==> config.mk <==
export PLATFORM = sky130hd
export DESIGN_NAME = psi_member_stream
export DESIGN_NICKNAME = d
export VERILOG_FILES = /design/src/rtl/psi_pkg.sv /design/src/rtl/psi_lsb_finder.sv /design/src/rtl/psi_member_stream.sv
export SDC_FILE = /design/constraint.sdc
export NUM_CORES = 1
export LEC_CHECK = 0
export ABC_AREA = 0
export CORE_ASPECT_RATIO = 2
export CORE_MARGIN = 3
export CORE_UTILIZATION = 58
export DETAILED_ROUTE_END_ITERATION = 16
export PLACE_DENSITY_LB_ADDON = 0.3
export REMOVE_ABC_BUFFERS = 1
export SYNTH_ARGS = -nofsm -noshare
export SYNTH_HDL_FRONTEND = slang
export SYNTH_SLANG_ARGS = --single-unit
==> constraint.sdc <==
create_clock -name clk -period 8.6 [get_ports clk]
set_clock_uncertainty 0.2 [all_clocks]
set_input_delay 1.29 -clock clk [delete_from_list [all_inputs] [get_ports clk]]
set_output_delay 1.29 -clock clk [all_outputs]
set_load 0.02 [all_outputs]
==> src/rtl/psi_pkg.sv <==
// Shared PSI-side definitions: stream FSM states and index/count width helpers.
package psi_pkg;

   typedef enum logic {
      IDLE = 1'b0,
      EMIT = 1'b1
   } state_t;

   // Width of an element index for a universe of n elements (never below 1).
   function automatic int unsigned psi_idx_w(input int unsigned n);
      int unsigned w;
      w = $clog2(n);
      return (w == 0) ? 1 : w;
   endfunction

   // Width of a member count that must be able to hold n itself.
   function automatic int unsigned psi_cnt_w(input int unsigned n);
      int unsigned w;
      w = $clog2(n + 1);
      return (w == 0) ? 1 : w;
   endfunction

endpackage

==> src/rtl/psi_lsb_finder.sv <==
// Lowest-set-bit priority encoder with occupancy and single-bit flags.
module psi_lsb_finder
   import psi_pkg::*;
#(
   parameter  int unsigned b     = 10,
   localparam int unsigned IDX_W = psi_idx_w(b)
) (
   input  logic [b-1:0]     vec,
   output logic [IDX_W-1:0] idx,
   output logic             any,
   output logic             one_hot_only
);

   // Scan from the top so the lowest set bit is the last one written.
   always_comb begin
      idx = '0;
      for (int k = int'(b) - 1; k >= 0; k--) begin
         if (vec[k]) begin
            idx = IDX_W'(k);
         end
      end
   end

   // Occupancy flags used to decide the final beat.
   always_comb begin
      any          = |vec;
      one_hot_only = $onehot(vec);
   end

endmodule

==> src/rtl/psi_member_stream.sv <==
// Streams the indices of set bits in a PSI membership mask, lowest first, and reports cardinality.
module psi_member_stream
   import psi_pkg::*;
#(
   parameter  int unsigned b     = 10,
   localparam int unsigned IDX_W = psi_idx_w(b),
   localparam int unsigned CNT_W = psi_cnt_w(b)
) (
   input  logic             clk,
   input  logic             rst,
   input  logic             in_valid,
   output logic             in_ready,
   input  logic [b-1:0]     in_mask,
   output logic             out_valid,
   input  logic             out_ready,
   output logic [IDX_W-1:0] out_idx,
   output logic             out_last,
   output logic             out_empty,
   output logic             done,
   output logic [CNT_W-1:0] card
);

   state_t           r_state;
   logic [b-1:0]     r_work;
   logic [CNT_W-1:0] r_cnt;
   logic             r_in_ready;
   logic             r_out_valid;
   logic [IDX_W-1:0] r_out_idx;
   logic             r_out_last;
   logic             r_out_empty;
   logic             r_done;
   logic [CNT_W-1:0] r_card;

   state_t           w_state_nxt;
   logic [b-1:0]     w_work_nxt;
   logic [CNT_W-1:0] w_cnt_nxt;
   logic [CNT_W-1:0] w_card_nxt;
   logic             w_done_nxt;
   logic             w_fire;
   logic             w_emit_nxt;
   logic             w_in_ready_nxt;
   logic             w_out_valid_nxt;
   logic [IDX_W-1:0] w_out_idx_nxt;
   logic             w_out_last_nxt;
   logic             w_out_empty_nxt;

   logic [IDX_W-1:0] w_fnd_idx;
   logic             w_fnd_any;
   logic             w_fnd_one;

   // Beat outputs are precomputed from the next working value so they leave a register.
   psi_lsb_finder #(
      .b (b)
   ) u_finder (
      .vec          (w_work_nxt),
      .idx          (w_fnd_idx),
      .any          (w_fnd_any),
      .one_hot_only (w_fnd_one)
   );

   // Next-state, working mask, count and completion bookkeeping.
   always_comb begin
      w_state_nxt = r_state;
      w_work_nxt  = r_work;
      w_cnt_nxt   = r_cnt;
      w_card_nxt  = r_card;
      w_done_nxt  = 1'b0;
      w_fire      = r_out_valid & out_ready;

      case (r_state)
         IDLE: begin
            if (in_valid) begin
               w_work_nxt  = in_mask;
               w_cnt_nxt   = '0;
               w_state_nxt = EMIT;
            end
         end
         EMIT: begin
            if (w_fire) begin
               // Clearing the lowest set bit retires the beat just accepted.
               w_work_nxt = r_work & (r_work - b'(1));
               if (!r_out_empty) begin
                  w_cnt_nxt = r_cnt + CNT_W'(1);
               end
               if (r_out_last) begin
                  w_state_nxt = IDLE;
                  w_card_nxt  = r_out_empty ? '0 : (r_cnt + CNT_W'(1));
                  w_done_nxt  = 1'b1;
               end
            end
         end
         default: begin
            w_state_nxt = IDLE;
         end
      endcase

      w_emit_nxt      = (w_state_nxt == EMIT);
      w_in_ready_nxt  = ~w_emit_nxt;
      w_out_valid_nxt = w_emit_nxt;
      w_out_idx_nxt   = w_emit_nxt ? w_fnd_idx : '0;
      w_out_last_nxt  = w_emit_nxt & (w_fnd_one | ~w_fnd_any);
      w_out_empty_nxt = w_emit_nxt & ~w_fnd_any;
   end

   // State and output registers; reset discards any partial stream.
   always_ff @(posedge clk or posedge rst) begin
      if (rst) begin
         r_state     <= IDLE;
         r_work      <= '0;
         r_cnt       <= '0;
         r_in_ready  <= 1'b1;
         r_out_valid <= 1'b0;
         r_out_idx   <= '0;
         r_out_last  <= 1'b0;
         r_out_empty <= 1'b0;
         r_done      <= 1'b0;
         r_card      <= '0;
      end else begin
         r_state     <= w_state_nxt;
         r_work      <= w_work_nxt;
         r_cnt       <= w_cnt_nxt;
         r_in_ready  <= w_in_ready_nxt;
         r_out_valid <= w_out_valid_nxt;
         r_out_idx   <= w_out_idx_nxt;
         r_out_last  <= w_out_last_nxt;
         r_out_empty <= w_out_empty_nxt;
         r_done      <= w_done_nxt;
         r_card      <= w_card_nxt;
      end
   end

   assign in_ready  = r_in_ready;
   assign out_valid = r_out_valid;
   assign out_idx   = r_out_idx;
   assign out_last  = r_out_last;
   assign out_empty = r_out_empty;
   assign done      = r_done;
   assign card      = r_card;

endmodule

==> run metrics, run 1 <==
critical path's most frequent cell fa_1; Buf/Inv on CP 3; CTS Buf Count 3; Clock Pin Slew Worst Setup and Hold Paths 90 ps; die span in x 45.73 um; router iterations before antenna repair 4; CP Class in2reg; DRC viols 0; clock sink count 27; Leak 1.027 nW; total power 0.8963 mW; drt wl/cell 17.04 um; Max VDD drop 0.0003619 V; Min-Delay Path Class reg2reg; global-route wire length before repair 6375 um; Max Root-Sink Buffers 2; Primary FF master, synth dfrtp_1; ant diodes 0; outcome finished clean; initial core utilization 61.47%; initial antenna violation count 0; GR Overflow Total 0; most frequent cells in the layout 27 x inv_1, 26 x dfrtp_1, 26 x clkdlybuf4s50_1; Post-synth ARST share 100.0%; Final Critical Period 5378 ps; CP max-delay cell o31ai_1; Setup TNS 0 ps; synthesized area per cell 10.58 um^2; Mapped Cells 173; Worst-Margin Slew 1024 ps; RePlAce Congestion 0.8672; Port Buffers 26; critical path's top delay family adder cells; Total Nets Final 235; post-CTS setup buffers 0; max-cap check violation count 0; row count 28; Peak Freq 186.0 MHz; synthesized flop and latch total 27; YS warnings 0; Crit. End Element register; Worst EP arrival 5350 ps; post-detailed-route via-to-cell ratio 5.838; Pwr per Cell Area 419.4 nW/um^2; Area growth syn-to-layout 16.75%; GRT Overall Usage 22.24%; DRT antenna net count 0; Worst Slack Setup Final 3222 ps; Placeable Area 2978 um^2; hold buffer count at cts 0; CTS tree yes; Clk Latency, worst-skew pair 270 ps; Crit Path Max Fanout 11; vias 1331; largest net degree at the start of global routing 28; worst slack, placed 2958 ps; layout cells sized above 1 9.091%; CTS H-Tree Depth 1; Finish-stage setup viols 0; worst path required time 8570 ps; crit path launch type primary input; vias in the first global route 1459; register area share after synthesis 36.98%; IO Pins 27; Final period util 62.53%; final core occ 71.76%; CP Cell Sequence clkdlybuf4s50_1 -> nor2b_2 -> o31ai_1 -> inv_1 -> ha_1 -> inv_1 -> fa_1 -> fa_1 -> fa_1 -> fa_1 -> mux2_2 -> a21o_1; die height 85.45 um; commonest non-fill, non-tap cell in the layout inv_1; post-synth cell types 49; die area 3907 um^2; post-DP HPWL 3179 um; Post-synth EDFFs 0; mapped cell area 1831 um^2; root buf cell clkbuf_8; Crit path largest cell delay 560 ps; unrepaired setup endpoints after global routing no; post-cts gate resize count 0; final slew viol count 0; violation count after the first detailed-route iteration 30; Max-slew headroom 31.66%; DRT Wirelength 3884 um; final hold violations 0
-- cells by family after synthesis --
kind of cell	Yosys count	synth area share (%)
DFF	27	36.98
muxes	7	3.896
xor gates and xnor gates	4	1.914
AOI/OAI and AO/OA	29	13.67
and+or+nand+nor	51	17.98
buffers and inverters	32	7.518
adders and majority gates	23	18.05
-- metal layers --
layer | up-vias | global-route usage, % | part of all wire [%]
li1 | 629 | - | -
met1 | 645 | 21.08 | 35
met2 | 41 | 41.78 | 57
met3 | 16 | 2.335 | 2.7
met4 | 0 | 12.69 | 4.9
met5 | - | 0 | 0
-- state kept, by name, summed over array words and instances, names as in the netlist --
| signal | cells |
|---|---|
| r_work | 10 |
| card | 4 |
| out_idx | 4 |
| r_cnt | 4 |
| done | 1 |
| in_ready | 1 |
| out_empty | 1 |
| out_last | 1 |
| out_valid | 1 |
-- final cells by class --
class | instances | area (um^2)
Timing Repair Buffer | 26 | 260.3
Clock buffer | 4 | 45.04
Sequential cell | 27 | 676.9
Inverter | 27 | 101.3
Multi-Input combinational cell | 114 | 1016
Fill cell | 206 | 840.8
Tap cell | 30 | 37.54
-- worst reg2reg max path: cells and delay by family (launching register included) --
kind | cells | cell delay [ps]
AOI/OAI and AO/OA | 2 | 710
DFF | 1 | 830
muxes | 1 | 270
and+or+nand+nor | 1 | 270
buffers and inverters | 2 | 140
adders and majority gates | 5 | 2100
-- cells in the mapped netlist, types with 2 or more instances --
master	n	area share, %
inv_1	27	5.5
dfrtp_1	26	36
ha_1	16	11
nor2_1	12	2.5
nand2_1	11	2.3
a21oi_1	7	1.9
fa_1	6	6.6
mux2i_1	6	3.3
nand2b_1	4	1.4
nand3_1	4	1.1
o31ai_1	4	1.6
a22o_1	3	1.4
nor3_1	3	0.82
a21o_1	2	0.82
a31oi_4	2	2.3
buf_4	2	0.82
nand3b_1	2	0.82
nor2b_1	2	0.68
o21ai_0	2	0.55
xnor2_1	2	0.96
xor2_1	2	0.96
-- worst paths after layout --
| check | start | cells after the start | endpoint | slack (ps) |
|---|---|---|---|---|
| setup / recovery | in_valid | 12 | out_last | 3220 |
| hold / removal | card[0] | 2 | card[0] | 290 |
| setup reg to reg | out_valid | 11 | out_last | 3970 |
| hold reg to reg | card[0] | 2 | card[0] | 290 |
| max in group asynchronous | rst | 2 | r_cnt[0] | 6220 |
| min in group asynchronous | rst | 2 | out_idx[2] | 1360 |
-- metrics by stage --
stage                     hold WS [ps]  cell area [um^2]  std cells
after detailed placement         273.2              2092        224
after global placement           259.9              2092        224
after floorplan                  296.7              1794        168
after CTS                        293.6              2137        228
final                            291.0              2137        228
after global routing             325.3              2137        228
-- where the power goes --
group | switching (mW) | leakage, nW | internal (mW)
Clock | 0.0386 | 0.0228 | 0.0332
Combinational | 0.306 | 0.657 | 0.279
Sequential | 0.0564 | 0.348 | 0.183
Note: power is estimated with default switching activity, not from simulation.
==> run 2, diff against run 1 <==
--- a/config.mk
+++ b/config.mk
@@ -8,7 +8,7 @@
 export ABC_AREA = 0
 export CORE_ASPECT_RATIO = 2
 export CORE_MARGIN = 3
-export CORE_UTILIZATION = 58
+export CORE_UTILIZATION = 49
 export DETAILED_ROUTE_END_ITERATION = 16
 export PLACE_DENSITY_LB_ADDON = 0.3
 export REMOVE_ABC_BUFFERS = 1
==> constraint.sdc (replaced) <==
create_clock -name clk -period 4.5 [get_ports clk]
set_clock_uncertainty 0.2 [all_clocks]
set_input_delay 0.675 -clock clk [delete_from_list [all_inputs] [get_ports clk]]
set_output_delay 0.675 -clock clk [all_outputs]
set_load 0.02 [all_outputs]
==> run 2 against run 1 <==
Against the previous run:
- total power rose by 120%
- first-iteration DRC count is 13% lower
- largest power group unchanged
- sequential power rose by 87%
- final cell count up 18%
==> run metrics, run 2 (synthesis gave the netlist of run 1 again) <==
Clock Pin Slew Worst Setup and Hold Paths 110 ps; Area growth syn-to-layout 29.60%; die area 4550 um^2; global-route wire length before repair 7065 um; crit path to out_last; post-DP HPWL 3474 um; worst path required time 4530 ps; vias in the first global route 1589; Finish-stage setup viols 0; worst r2r src out_valid; Min-Delay Path Class reg2reg; drt wl/cell 15.88 um; layout cells sized above 1 20.91%; Crit Path Max Fanout 6; Port Buffers 26; Max-slew headroom 30.19%; Worst Hold Slack 288.7 ps; CTS H-Tree Depth 1; Largest Register r_work; Final period util 96.45%; CP Class in2reg; GRT Overall Usage 20.03%; GR Overflow Total 0; clock sink count 27; Placeable Area 3491 um^2; post-detailed-route via-to-cell ratio 5.347; max-cap check violation count 0; Worst EP arrival 4370 ps; worst slack, placed -308.1 ps; RePlAce Congestion 0.9000; vias 1433; CTS tree yes; Layout fillers 275; RR Endpoint out_last; final hold violations 0; Peak Freq 230.4 MHz; Clk Latency, worst-skew pair 280 ps; row count 30; largest net degree at the start of global routing 28; Leak 1.152 nW; commonest non-fill, non-tap cell in the layout inv_1; most frequent cells in the layout 27 x inv_1, 26 x dfrtp_1, 26 x clkdlybuf4s50_1; Max VDD drop 0.0009951 V; ant diodes 0; router iterations before antenna repair 4; Worst setup startpoint in_valid; violation count after the first detailed-route iteration 26; outcome finished clean; root buf cell clkbuf_8; Worst-Margin Slew 1046 ps; hold buffer count at cts 0; CTS Buf Count 3; r2r setup slk 390 ps; Worst Slack Setup Final 159.8 ps; DRT antenna net count 0; Max Root-Sink Buffers 2; initial core utilization 52.44%; max reg flops 10; Pwr per Cell Area 822.2 nW/um^2; DRC viols 0; die span in x 49.22 um; total power 1.951 mW; initial antenna violation count 0; crit path launch type primary input; Final Critical Period 4340 ps; die height 92.44 um; unrepaired setup endpoints after global routing no; Crit. End Element register; Total Nets Final 257; R2R depth 15; DRT Wirelength 4255 um; IO Pins 27; final slew viol count 0
-- run 2: worst min-delay path by stage --
stage	from	depth (start not counted)	slack, ps	end
after detailed placement	card[0]	2	270	card[0]
after global routing	card[3]	2	330	card[3]
final	card[2]	2	290	card[2]
after floorplan	r_cnt[0]	1	300	r_cnt[0]
after CTS	card[0]	2	290	card[0]
after global placement	card[3]	2	260	card[3]
-- run 2: what timing repair did --
action / in CTS / in global routing
endpoints found under the hold margin: 0 / 0
endpoints found under the setup margin: 1 / 1
gates resized for setup: 1 / 7
setup buffers: 0 / 0
pin swaps: 0 / 3
-- run 2: area by class of cell --
class                           instances  area (um^2)  share of cell area (%)
Inverter                               27        101.3                   4.272
Clock buffer                            3        41.29                   1.741
Timing Repair Buffer                   48        425.4                   17.93
Tap cell                               48        60.06                   2.532
Multi-Input combinational cell        114         1060                   44.67
Sequential cell                        27        676.9                   28.53
Clock inverter                          1        7.507                  0.3165
-- run 2: power by group --
group	switching, mW	internal, mW	total, mW
logic	0.681	0.674	1.35
registers	0.0986	0.349	0.448
clock network	0.0852	0.0630	0.148
total	0.864	1.09	1.95
-- run 2: routing by layer --
layer	vias to the layer above	global-route usage, %	wire, um
met3	14	2.415	129
met1	704	19.10	1534
li1	680	-	-
met5	-	0	0
met4	0	9.026	135
met2	35	40.25	2456
-- run 2: per-stage QoR --
stage	util (%)	TNS (ps)	cell area, um^2	std cells
after floorplan	-	0	1794	168
after global placement	65.30	-168.4	2280	264
after detailed placement	65.30	-308.1	2280	264
after CTS	66.88	0	2335	268
after global routing	67.96	0	2372	268
final	67.96	0	2372	268
-- run 2: critical path: stages --
cell             delay (ps)
clkdlybuf4s50_1         500
nor2b_4                 190
buf_4                   190
o221ai_1                170
ha_1                    340
inv_1                    60
fa_1                    520
fa_1                    440
fa_2                    390
fa_1                    390
nor3_1                  210
mux2_2                  190
a21o_1                  100
